### config.mk
export PLATFORM = sky130hd
export DESIGN_NAME = mul_share_arbiter
export DESIGN_NICKNAME = d
export VERILOG_FILES = /design/src/rtl/mul_share_pkg.sv /design/src/rtl/mul_shift_add_core.sv /design/src/rtl/mul_share_arbiter.sv
export SDC_FILE = /design/constraint.sdc
export NUM_CORES = 1
export LEC_CHECK = 0
export CAP_MARGIN = 20
export CORE_ASPECT_RATIO = 1.1
export CORE_MARGIN = 1.5
export CORE_UTILIZATION = 50
export CTS_BUF_LIST = sky130_fd_sc_hd__clkbuf_2
export DETAILED_ROUTE_END_ITERATION = 8
export PLACE_DENSITY = 0.83
export REMOVE_ABC_BUFFERS = 1
export SYNTH_ARGS = -nofsm -noshare
export SYNTH_HDL_FRONTEND = slang
export SYNTH_HIERARCHICAL = 1
export SYNTH_SLANG_ARGS = --single-unit
### constraint.sdc
create_clock -name clk -period 4.15 [get_ports clk]
set_input_delay 0.415 -clock clk [delete_from_list [all_inputs] [get_ports clk]]
set_output_delay 0.415 -clock clk [all_outputs]
set_load 0.01 [all_outputs]
### src/rtl/mul_share_pkg.sv
// Shared types and default sizing for the shared shift-add multiplier arbiter.
package mul_share_pkg;

  localparam int DEFAULT_WIDTH   = 8;
  localparam int DEFAULT_NUM_REQ = 4;

  typedef enum logic [1:0] {
    IDLE = 2'd0,
    RUN  = 2'd1,
    DONE = 2'd2
  } mul_state_e;

endpackage

### src/rtl/mul_shift_add_core.sv
// Sequential shift-add multiplier datapath: one operand bit per cycle while i_run is high.
module mul_shift_add_core
  import mul_share_pkg::*;
#(
  parameter int WIDTH = DEFAULT_WIDTH
) (
  input  logic               clk,
  input  logic               rst,
  input  logic               i_start,
  input  logic               i_run,
  input  logic [WIDTH-1:0]   i_a,
  input  logic [WIDTH-1:0]   i_b,
  output logic [2*WIDTH-1:0] o_acc,
  output logic               o_last_step
);

  localparam int STEP_W = $clog2(WIDTH);

  logic [WIDTH-1:0]   r_a_sh;
  logic [2*WIDTH-1:0] r_b_sh;
  logic [2*WIDTH-1:0] r_acc;
  logic [STEP_W-1:0]  r_step;

  // r_step counts down the remaining steps; the last step is at terminal count zero.
  always_ff @(posedge clk) begin
    if (rst) begin
      r_a_sh <= '0;
      r_b_sh <= '0;
      r_acc  <= '0;
      r_step <= '0;
    end else if (i_start) begin
      r_a_sh <= i_a;
      r_b_sh <= {{WIDTH{1'b0}}, i_b};
      r_acc  <= '0;
      r_step <= STEP_W'(WIDTH - 1);
    end else if (i_run) begin
      if (r_a_sh[0]) begin
        r_acc <= r_acc + r_b_sh;
      end
      r_a_sh <= r_a_sh >> 1;
      r_b_sh <= r_b_sh << 1;
      r_step <= r_step - 1'b1;
    end
  end

  assign o_acc       = r_acc;
  assign o_last_step = i_run && (r_step == '0);

endmodule

### src/rtl/mul_share_arbiter.sv
// Round-robin arbiter sharing one shift-add multiplier core between NUM_REQ requesters.
//   state | meaning
//   IDLE  | offer grant to first valid requester at/after rr_ptr
//   RUN   | core performs WIDTH shift-add steps
//   DONE  | product presented until rsp handshake
module mul_share_arbiter
  import mul_share_pkg::*;
#(
  parameter int NUM_REQ = DEFAULT_NUM_REQ,
  parameter int WIDTH   = DEFAULT_WIDTH,
  parameter int ID_W    = $clog2(NUM_REQ)
) (
  input  logic                       clk,
  input  logic                       rst,
  input  logic [NUM_REQ-1:0]         i_req_valid,
  output logic [NUM_REQ-1:0]         o_req_ready,
  input  logic [NUM_REQ*WIDTH-1:0]   i_req_a,
  input  logic [NUM_REQ*WIDTH-1:0]   i_req_b,
  output logic                       o_rsp_valid,
  input  logic                       i_rsp_ready,
  output logic [ID_W-1:0]            o_rsp_id,
  output logic [2*WIDTH-1:0]         o_rsp_product,
  output logic                       o_busy
);

  mul_state_e         r_state;
  mul_state_e         w_state_next;
  logic [ID_W-1:0]    r_rr_ptr;
  logic [ID_W-1:0]    r_id;
  logic [ID_W-1:0]    w_grant_id;
  logic               w_grant_any;
  int                 w_best_dist;
  logic [NUM_REQ-1:0] w_ready;
  logic               w_start;
  logic               w_run;
  logic [WIDTH-1:0]   w_sel_a;
  logic [WIDTH-1:0]   w_sel_b;
  logic [2*WIDTH-1:0] w_acc;
  logic               w_last_step;

  // Pick the valid requester with the smallest cyclic distance from rr_ptr.
  always_comb begin
    w_grant_any = 1'b0;
    w_grant_id  = '0;
    w_best_dist = NUM_REQ;
    for (int i = 0; i < NUM_REQ; i++) begin
      if (i_req_valid[i] && (((i - int'(r_rr_ptr) + NUM_REQ) % NUM_REQ) < w_best_dist)) begin
        w_best_dist = (i - int'(r_rr_ptr) + NUM_REQ) % NUM_REQ;
        w_grant_id  = ID_W'(i);
        w_grant_any = 1'b1;
      end
    end
  end

  assign w_sel_a = i_req_a[int'(w_grant_id)*WIDTH +: WIDTH];
  assign w_sel_b = i_req_b[int'(w_grant_id)*WIDTH +: WIDTH];

  always_ff @(posedge clk) begin
    if (rst) begin
      r_state <= IDLE;
    end else begin
      r_state <= w_state_next;
    end
  end

  always_comb begin
    w_state_next = r_state;
    w_start      = 1'b0;
    w_run        = 1'b0;
    w_ready      = '0;
    unique case (r_state)
      IDLE: begin
        if (w_grant_any) begin
          w_ready[w_grant_id] = !rst;
          w_start             = 1'b1;
          w_state_next        = RUN;
        end
      end
      RUN: begin
        w_run = 1'b1;
        if (w_last_step) begin
          w_state_next = DONE;
        end
      end
      DONE: begin
        if (i_rsp_ready) begin
          w_state_next = IDLE;
        end
      end
      default: w_state_next = IDLE;
    endcase
  end

  always_ff @(posedge clk) begin
    if (rst) begin
      r_rr_ptr <= '0;
      r_id     <= '0;
    end else if (r_state == IDLE && w_grant_any) begin
      r_id     <= w_grant_id;
      r_rr_ptr <= (int'(w_grant_id) == NUM_REQ - 1) ? '0 : w_grant_id + 1'b1;
    end
  end

  mul_shift_add_core #(
    .WIDTH(WIDTH)
  ) u_core (
    .clk         (clk),
    .rst         (rst),
    .i_start     (w_start),
    .i_run       (w_run),
    .i_a         (w_sel_a),
    .i_b         (w_sel_b),
    .o_acc       (w_acc),
    .o_last_step (w_last_step)
  );

  assign o_req_ready   = w_ready;
  assign o_rsp_valid   = (r_state == DONE);
  assign o_rsp_id      = r_id;
  assign o_rsp_product = w_acc;
  assign o_busy        = (r_state != IDLE);

endmodule

* After elaboration in Yosys (flattened, before gate mapping) *
Cells that the tools add are included.

word-level totals
  flip-flop bits (word level) = 49
  logic and storage cells = 85

operators by class
  add/sub/neg operators = 11
  $lt $le $gt $ge = 6
  equality and inequality tests = 6
  shift-type cells = 2
  multiplexer cells = 28
  bitwise operators = 5
  reductions and logical operators = 19

operators with widths
  kind                 count
  $lt 3x32->1          3
  $mux 32              3
  $shiftx 32x6->8      2
  $mux 8               4
  $add 3x4->5 const B  4
  $add 16x16->16       1
  $mux 2               6
  $reduce_or 2->1      5
  $mux 1               9
  $mux 4               2
  $logic_and 1x1->1    7
  $mux 3               2
  $pmux 2 s3           1
  $sub 1x2->3 const A  2
  $sub 2x2->3 const A  2
  $and 1x1->1          4
  $and 4x4->4          1
  $eq 2x1->1 const B   2
  $lt 3x4->1 const B   1
  $ne 2x1->1 const B   2
  $reduce_bool 2->1    2
  $logic_not 3->1      1
  $lt 2x3->1 const B   1
  $reduce_and 3->1     1
  other kinds (9)      9

* Depth between registers and ports, before layout *
Gate-level depths: netlist of run 1.

  word-level depth = 23
  gate-level depth with buffers = 19
  gate-level depth less buffers = 17

* Modules after synthesis *
The synthesis of run 1 kept the hierarchy.

modules (own cells, without submodules)
  module              times used  cells each  area each (um^2)  sequential area each (um^2)
  mul_shift_add_core  1           283         2,369.8           860.8
  mul_share_arbiter   1           126         1,031.0           120.1

* Least setup slack after synthesis of run 1 *
No wires, ideal clock.

  kind = input-to-output
  start = input i_req_valid[0]
  end = output o_req_ready[1]
  arrival = 3.227 ns
  required time = 3.735 ns
  path slack = 0.508 ns
  stages = 18
  path buffers = 3
  cell sequence = buf_2 mux2i_1 nand2_1 o21ai_0 inv_1 ha_1 o21ai_2 nor2b_1 o21a_1 buf_6 mux2i_1 ha_1 o21ai_0 a21o_1 buf_2 or2_2 ha_1 and2_1

on the way
  cells in the longest elaborated chain, start to end = 18
  elaborated cells on any way between the ends = 25

RTL lines
  item                                                            line                     source
  start, declared                                                 mul_share_arbiter.sv:15  input logic [NUM_REQ-1:0] i_req_valid,
  $logic_and 1x1->1 *                                             mul_share_arbiter.sv:47  if (i_req_valid[i] && (((i - int'(r_rr_ptr) + NUM_REQ) % NUM_REQ) < w_best_dist)) begin
  $mux 32 *                                                       mul_share_arbiter.sv:47
  $lt 3x32->1                                                     mul_share_arbiter.sv:47
  $logic_and 1x1->1                                               mul_share_arbiter.sv:47
  $mux 32                                                         mul_share_arbiter.sv:47
  $lt 3x32->1                                                     mul_share_arbiter.sv:47
  $logic_and 1x1->1                                               mul_share_arbiter.sv:47
  $mux 32                                                         mul_share_arbiter.sv:47
  [... 3 more ...]                                                --
  named net w_grant_id[0]                                         mul_share_arbiter.sv:30  logic [ID_W-1:0] w_grant_id;
  $lt 2x3->1 (not written as such) or $ge 2x1->1 (tied branches)  mul_share_arbiter.sv:74  w_ready[w_grant_id] = !rst;
  $logic_and 1x1->1 (not written as such)                         mul_share_arbiter.sv:74
  $mux 1 (not written as such)                                    mul_share_arbiter.sv:74
  $demux 1 s2 *                                                   mul_share_arbiter.sv:74
  $and 4x4->4 (no line) *                                         --
  $mux 4 *                                                        mul_share_arbiter.sv:73  if (w_grant_any) begin
  $mux 4 *                                                        mul_share_arbiter.sv:71  unique case (r_state)
  end, declared                                                   mul_share_arbiter.sv:16  output logic [NUM_REQ-1:0] o_req_ready,

Mark *: on every way through the listed nets, which the timed path passes. The rest lies on a longest branch.

* Worst setup path after layout of run 1 *
  start = register r_rr_ptr[1]
  end = output o_req_ready[1]

on the way
  cells in the longest elaborated chain, start to end = 23
  elaborated cells on any way between the ends = 42

RTL lines
  item                                                            line                                              source
  start, declared                                                 mul_share_arbiter.sv:28                           logic [ID_W-1:0] r_rr_ptr;
  start signal, assigned                                          mul_share_arbiter.sv:100                          r_rr_ptr <= (int'(w_grant_id) == NUM_REQ - 1) ? '0 : w_grant_id + 1'b1;
  $sub 1x2->3                                                     mul_share_arbiter.sv:47, mul_share_arbiter.sv:48
  $add 3x4->5                                                     mul_share_arbiter.sv:47, mul_share_arbiter.sv:48
  $reduce_or 2->1 (no line)                                       --
  $and 1x1->1 (no line)                                           --
  $lt 3x4->1                                                      mul_share_arbiter.sv:47
  $logic_and 1x1->1                                               mul_share_arbiter.sv:47
  $mux 32                                                         mul_share_arbiter.sv:47
  $lt 3x32->1                                                     mul_share_arbiter.sv:47
  [... 8 more ...]                                                --
  named net w_grant_id[0]                                         mul_share_arbiter.sv:30
  $lt 2x3->1 (not written as such) or $ge 2x1->1 (tied branches)  mul_share_arbiter.sv:74
  $logic_and 1x1->1 (not written as such)                         mul_share_arbiter.sv:74
  $mux 1 (not written as such)                                    mul_share_arbiter.sv:74
  $demux 1 s2 *                                                   mul_share_arbiter.sv:74
  $and 4x4->4 (no line) *                                         --
  $mux 4 *                                                        mul_share_arbiter.sv:73
  $mux 4 *                                                        mul_share_arbiter.sv:71

Marks and branches as above.

==> summary.txt, run 1 <==
Critical path
  – Slowest cell on the critical path: dfxtp_2
  – Critical path capture point type: output port
  – Kind of critical path: reg2out
  – CP Cell Sequence: nand2b_1 > o21ai_2 > inv_1 > ha_1 > o21ai_2 > nor2b_1 > o21a_1 > mux2i_1 > ha_2 > o21ai_1 > a21o_1 > or2_2 > ha_1 > and2_1 > dlymetal6s2s_1
  – Critical Path AT: 3.54 ns
  – CP required: 3.73 ns
  – CP Max Fanout: 6
  – Reg-to-reg endpoint: u_core/r_b_sh[6]
  – Max stage delay on crit path: 0.40 ns
  – Reg2reg setup slack: 0.70 ns
  – Launching point of the worst reg2reg path: r_rr_ptr[1]
  – Worst reg2reg path depth: 16
  – Setup crit start kind: flop

Finish
  – Final Instance Area: 4510 µm²
  – Ant. Diodes: 0
  – Area added between synthesis and finish: 32.6%
  – Fin cells: 584
  – NumNets Final: 596
  – Layout cells sized above 1: 0.116

Hold path
  – Hold path start: u_core/o_acc[0]
  – WHS Path Cells: 2
  – Hold WC Path Type: reg2reg
  – Worst Hold Path EP: u_core/o_acc[0]

Placement
  – Detailed placer's ending HPWL: 6460 µm
  – Gp weighted congestion: 0.854
  – Cell Area, Placed: 4420 µm²
  – Placed insts: 573
  – Buffers on Ports: 94

Floorplanning
  – Die Height: 89.5 µm
  – Die area: 7310 µm²
  – Ports: 95
  – Die Wd: 81.6 µm
  – Starting Density: 0.516
  – Core Area: 6590 µm²
  – # rows: 31

Power and ir drop
  – Fraction of power consumed by the clock network: 0.123
  – Pwr dens: 366 nW/µm²
  – Total power: 1.65 mW
  – Net Sw Frac: 0.377
  – Int Pwr: 1.03 mW
  – Seq pwr share: 0.351
  – Sw Pwr: 623 µW
  – Peak VDD IR: 0.000339 V
  – Combinational power share: 0.527
  – Pleak: 1.94 nW

CTS
  – Clock sink count: 49
  – Worst-Skew Late Latency: 0.43 ns
  – CTS HTree Levels: 2
  – # hold bufs at CTS: 0
  – Clk buf depth: 2
  – Clock buffer count from CTS: 5
  – Clk slew on worst S/H paths: 0.26 ns
  – Root buffer cell: clkbuf_2
  – CTS tree: yes

Yosys
  – Leading cell types by total area after synthesis: dfxtp_1 29%, ha_1 8.5%, mux2i_1 7.1%
  – Post-Syn Instances: 409
  – Sequential share of the synthesized area: 0.288
  – Synth area leader: dfxtp_1
  – Mapped Area: 3400 µm²
  – Post-synth ARST share: 0
  – Most frequent cells after synthesis: 61 x nor2_1, 49 x dfxtp_1, 38 x a21oi_1, 32 x nand2_1, 24 x mux2i_1
  – Synth warn: 6
  – Synth Register Bits: 49
  – Netlist cell types: 57
  – Number of synthesized flops with an enable pin: 0
  – Most common cell in the netlist: nor2_1
  – Synth top area share: 0.288
  – Top_reg_cell synth: dfxtp_1
  – Avg Inst Size Synth: 8.31 µm²

Route
  – Vias: 3288
  – WL/cell: 14.5 µm
  – DR vias/cell: 5.63
  – Final ANT Viol Nets: 0
  – DRT Wirelength: 8480 µm
  – DRT iter0 DRCs: 138
  – DRC: 0
  – Drt pass-1 iters: 4

STA
  – Worst Clk Skew: 0.0273 ns
  – Tightest Pin Transition: 0.562 ns
  – Fin Hold WS: 0.503 ns
  – Count of final setup violators: 0
  – Tcrit/Tclk final: 0.953
  – Fin. Hold Viols: 0
  – Max frequency: 0.253 GHz
  – Max-slew violations: 0
  – Max-slew headroom: 0.625
  – Crit path time final: 3.95 ns

Run status
  – Status: completed

Global routing
  – Met1 Usage GRT: 0.287
  – Vias in the first global route: 3167
  – Grt peak-use layer: met2
  – Grt met2 use: 0.441
  – Total congestion overflow: 0
  – Largest net degree at the start of global routing: 39
  – Initial antenna violation count: 0
  – Met3 Use GR: 0.0510
  – All-layer global routing usage: 0.241
  – First-pass GRT wire length: 14000 µm

Run
  – Max-cap violations: 0
## critical path, delay by kind of cell (launching register included)
family                     cells  cell delay (ns)
adders and majority gates      3             0.81
muxes                          1             0.13
buffers and inverters          2             0.23
and+or+nand+nor                4             0.80
DFF                            1             0.40
AOI/OAI and AO/OA              5             0.75
## cells by family after synthesis
| logic type | Yosys count | synth area share |
|---|---|---|
| muxes | 40 | 0.124 |
| adders and majority gates | 24 | 0.0905 |
| xor gates and xnor gates | 11 | 0.0283 |
| buffers and inverters | 33 | 0.0449 |
| AOI/OAI and AO/OA | 103 | 0.220 |
| and+or+nand+nor | 149 | 0.204 |
| DFF | 49 | 0.288 |
## flip-flops by register name, indices dropped and copies added, names as in the netlist
name,count
o_rsp_id,2
r_rr_ptr,2
r_state,2
u_core/o_acc,16
u_core/r_a_sh,8
u_core/r_b_sh,16
u_core/r_step,3
## routing by layer
metal  up-vias  routed length, µm
met2        99               4420
met3         8                433
met5         -                  0
met1      1529               3530
met4         0                 99
li1       1652                  -
## stage by stage
stage | utilization | setup WS [ns] | setup TNS (ns)
floorplan | - | 0.424 | 0
global placement | 0.670 | -0.130 | -0.372
detailed placement | 0.670 | -0.278 | -0.958
CTS | 0.681 | -0.139 | -0.467
global route | 0.684 | -0.00231 | -0.00231
finish | 0.684 | 0.196 | 0
## cell type report
class,count,area (µm²)
flip-flops and latches,49,983
multi-input cells,327,2290
clock buffers,5,25.0
well taps,82,103
repair buffers,107,1050
clock inverters,3,21.3
fillers,553,2080
inverters,11,41.3
## placed cells by master, fill, tap and decap left out, types with 3 or more instances in the layout
master	Yosys	layout
a211oi_1	5	5
a21o_1	3	3
a21oi_1	38	38
a221o_1	17	17
a22o_1	4	4
and2_1	22	22
buf_4	1	13
clkbuf_2	2	5
clkdlybuf4s50_1	0	88
dfxtp_1	49	47
dlymetal6s2s_1	0	5
ha_1	23	22
inv_1	10	10
mux2_2	16	16
mux2i_1	24	24
nand2_1	32	32
nand3_1	10	10
nand4_1	4	4
nor2_1	61	59
nor2b_1	4	3
o21a_1	4	4
o21ai_0	6	4
o21ai_2	2	3
or2_2	3	3
xnor2_1	8	8
xor2_1	3	3
## power groups by stage
stage	Combinational, mW	Clock [mW]	Sequential, mW
floorplan	0.573	0	0.574
global placement	0.797	0	0.584
detailed placement	0.827	0	0.587
CTS	0.861	0.207	0.579
global route	0.959	0.229	0.588
finish	0.870	0.203	0.579
## repair_timing
item / 4_1_cts / 5_1_grt
setup endpoints to repair: 4 / 4
gates resized for setup: 5 / 9
setup buffers: 3 / 0
pin swaps: 1 / 2
## worst max-delay path by stage
stage,from,end,slack [ns]
final,r_rr_ptr[1],o_req_ready[1],0.20
after CTS,i_req_valid[1],o_req_ready[1],-0.14
after global routing,r_rr_ptr[1],o_req_ready[1],-0.002
after global placement,i_req_valid[0],o_req_ready[1],-0.13
after detailed placement,i_req_valid[0],o_req_ready[1],-0.28
after floorplan,r_rr_ptr[0],o_req_ready[0],0.42
(Power assumes the default switching activity.)
==> run 2: changes to the inputs <==
--- a/config.mk
+++ b/config.mk
@@ -7,7 +7,6 @@
 export LEC_CHECK = 0
 export CAP_MARGIN = 20
 export CORE_ASPECT_RATIO = 1.1
-export CORE_MARGIN = 1.5
 export CORE_UTILIZATION = 50
 export CTS_BUF_LIST = sky130_fd_sc_hd__clkbuf_2
 export DETAILED_ROUTE_END_ITERATION = 8
==> run 2 against run 1 <==
Compared with the run above:
- register-to-register slack got worse by 0.05 ns
- final cell count stayed put
- clock power fell by 11%
- combinational power rose by 3.0%
- global-route usage is 0.47 points higher
- via count hardly changed
- largest cell class unchanged
==> summary.txt, run 2 (synthesis gave the netlist of run 1 again) <==
Route
  – DRC: 0
  – WL/cell: 14.6 µm
  – Final ANT Viol Nets: 0
  – DRT Wirelength: 8540 µm
  – DR vias/cell: 5.63
  – Vias: 3290
  – DRT iter0 DRCs: 152
  – Drt pass-1 iters: 4

Global routing
  – Vias in the first global route: 3078
  – All-layer global routing usage: 0.245
  – First-pass GRT wire length: 13800 µm
  – Largest net degree at the start of global routing: 39
  – Initial antenna violation count: 0
  – Total congestion overflow: 0

Critical path
  – Setup crit start kind: flop
  – Worst path top cell family by delay: adder cells
  – CP required: 3.73 ns
  – CP Max Fanout: 5
  – Reg-to-reg endpoint: u_core/r_b_sh[5]
  – Slowest cell on the critical path: dfxtp_4
  – Worst reg2reg path depth: 17
  – Worst Setup SP: r_rr_ptr[1]
  – Critical Path AT: 3.52 ns
  – Reg2reg setup slack: 0.65 ns
  – Kind of critical path: reg2out
  – WP buf/inv: 2
  – Critical path capture point type: output port
  – CP Cell Sequence: nand2b_4 > o21ai_2 > inv_1 > ha_1 > o21ai_2 > nor2b_2 > o21a_1 > mux2i_2 > ha_2 > o21ai_1 > a21o_1 > or2_4 > ha_1 > and2_1 > dlygate4sd2_1
  – Launching point of the worst reg2reg path: r_rr_ptr[1]
  – Max stage delay on crit path: 0.42 ns

Power and ir drop
  – Combinational power share: 0.540
  – Pwr dens: 368 nW/µm²
  – Peak VDD IR: 0.000377 V
  – Net Sw Frac: 0.372
  – Int Pwr: 1.04 mW
  – Pleak: 1.88 nW
  – Sw Pwr: 618 µW
  – Seq pwr share: 0.351
  – Total power: 1.66 mW
  – Fraction of power consumed by the clock network: 0.109

Finish
  – Most frequent cells in the layout: 88 x clkdlybuf4s50_1, 61 x nor2_1, 47 x dfxtp_1
  – Storage element area: 988 µm²
  – Most common cell after layout, fill and taps aside: clkdlybuf4s50_1
  – Final Instance Area: 4510 µm²
  – Ant. Diodes: 0
  – Number of fill cells: 540
  – Layout cells sized above 1: 0.114
  – Multi-input gate area: 2300 µm²
  – Area added between synthesis and finish: 32.5%
  – NumNets Final: 596

STA
  – Tightest Pin Transition: 0.561 ns
  – Fin. Hold Viols: 0
  – Max frequency: 0.254 GHz
  – RSZ-0062 raised after global routing: false
  – Crit path time final: 3.94 ns
  – Max-slew violations: 0
  – Tcrit/Tclk final: 0.949
  – TNS Setup: 0 ns
  – Count of final setup violators: 0
  – Worst Clk Skew: 0.00812 ns
  – Max-slew headroom: 0.626
  – Fin Hold WS: 0.501 ns

Floorplanning
  – Starting Density: 0.516
  – Die Height: 88.5 µm
  – Core Area: 6590 µm²
  – Die Wd: 80.6 µm
  – Die area: 7140 µm²
  – # rows: 31
  – Ports: 95

CTS
  – CTS HTree Levels: 2
  – CTS tree: yes
  – Clk slew on worst S/H paths: 0.22 ns
  – Clock sink count: 49
  – Root buffer cell: clkbuf_2
  – Clock buffer count from CTS: 5
  – Clk buf depth: 2
  – # hold bufs at CTS: 0
  – Worst-Skew Late Latency: 0.41 ns

Hold path
  – Hold path start: u_core/o_acc[0]
  – Hold WC Path Type: reg2reg
  – Worst Hold Path EP: u_core/o_acc[0]
  – WHS Path Cells: 2

Placement
  – Detailed placer's ending HPWL: 6380 µm
  – Buffers on Ports: 94
  – Gp weighted congestion: 0.892
  – Cell Area, Placed: 4420 µm²

Run
  – Max-cap violations: 0

Run status
  – Status: completed
## run 2: changes by cell type in the layout (fill, tap and decap cells not counted), moves of 2 or more
| cell | before | now |
|---|---|---|
| dlygate4sd2_1 | 1 | 4 |
| dfxtp_2 | 2 | 0 |
| dlymetal6s2s_1 | 5 | 1 |
| clkinv_1 | 0 | 2 |
| nor2_1 | 59 | 61 |
| nor2_2 | 2 | 0 |
| or2_4 | 0 | 2 |
| dfxtp_4 | 0 | 2 |
| or2_2 | 3 | 1 |
## run 2: final cells by class
type / instances / area share
multi-input combinational: 327 / 0.510
timing repair buffer: 107 / 0.230
sequential: 49 / 0.219
tap: 82 / 0.0228
inverter: 11 / 0.00916
clock buffer: 5 / 0.00555
clock inverter: 3 / 0.00278
## run 2: timing repair
| action | CTS | global route |
|---|---|---|
| buffers inserted | 1 | 2 |
| endpoints found under the setup margin | 4 | 4 |
| gates cloned | 0 | 0 |
| resized for setup | 8 | 12 |
| pin swaps | 1 | 2 |
## run 2: per-layer routing
layer | global-route usage | part of all wire
met5 | 0 | 0
met4 | 0.0649 | 0.0090
met3 | 0.0515 | 0.054
met2 | 0.443 | 0.52
met1 | 0.294 | 0.42
## run 2: worst max-delay path by stage
stage,cells past startpoint,slack (ns),to
floorplan,14,0.42,o_req_ready[0]
global placement,17,-0.07,o_req_ready[1]
detailed placement,17,-0.26,o_req_ready[2]
CTS,18,0.01,o_req_ready[2]
global route,16,0.005,o_req_ready[1]
finish,15,0.21,o_req_ready[3]
## run 2: tightest hold or removal path: stages, from the launching register on
cell,delay (ns)
dfxtp_1,0.38
nand2_1,0.06
a21oi_1,0.05
## run 2: per-stage QoR
step                instances  worst slack [ns]  utilization
finish                    584             0.210        0.683
global route              584           0.00518        0.683
CTS                       582            0.0110        0.676
detailed placement        573            -0.259        0.670
global placement          573           -0.0704        0.670
floorplan                 387             0.424            -
## run 2: power groups by stage
stage	Combinational, mW	Sequential (mW)	Clock, mW
after floorplan	0.573	0.574	0
after global placement	0.803	0.584	0
after detailed placement	0.839	0.586	0
after CTS	0.850	0.577	0.189
after global routing	0.985	0.590	0.213
final	0.896	0.583	0.181
==> run 3: changes to the inputs <==
--- a/config.mk
+++ b/config.mk
@@ -10,6 +10,7 @@
 export CORE_UTILIZATION = 50
 export CTS_BUF_LIST = sky130_fd_sc_hd__clkbuf_2
 export DETAILED_ROUTE_END_ITERATION = 8
+export GPL_ROUTABILITY_DRIVEN = 0
 export PLACE_DENSITY = 0.83
 export REMOVE_ABC_BUFFERS = 1
 export SYNTH_ARGS = -nofsm -noshare
==> results of run 3 <==
No change in the layout: final DEF, timing and power equal those of run 2.
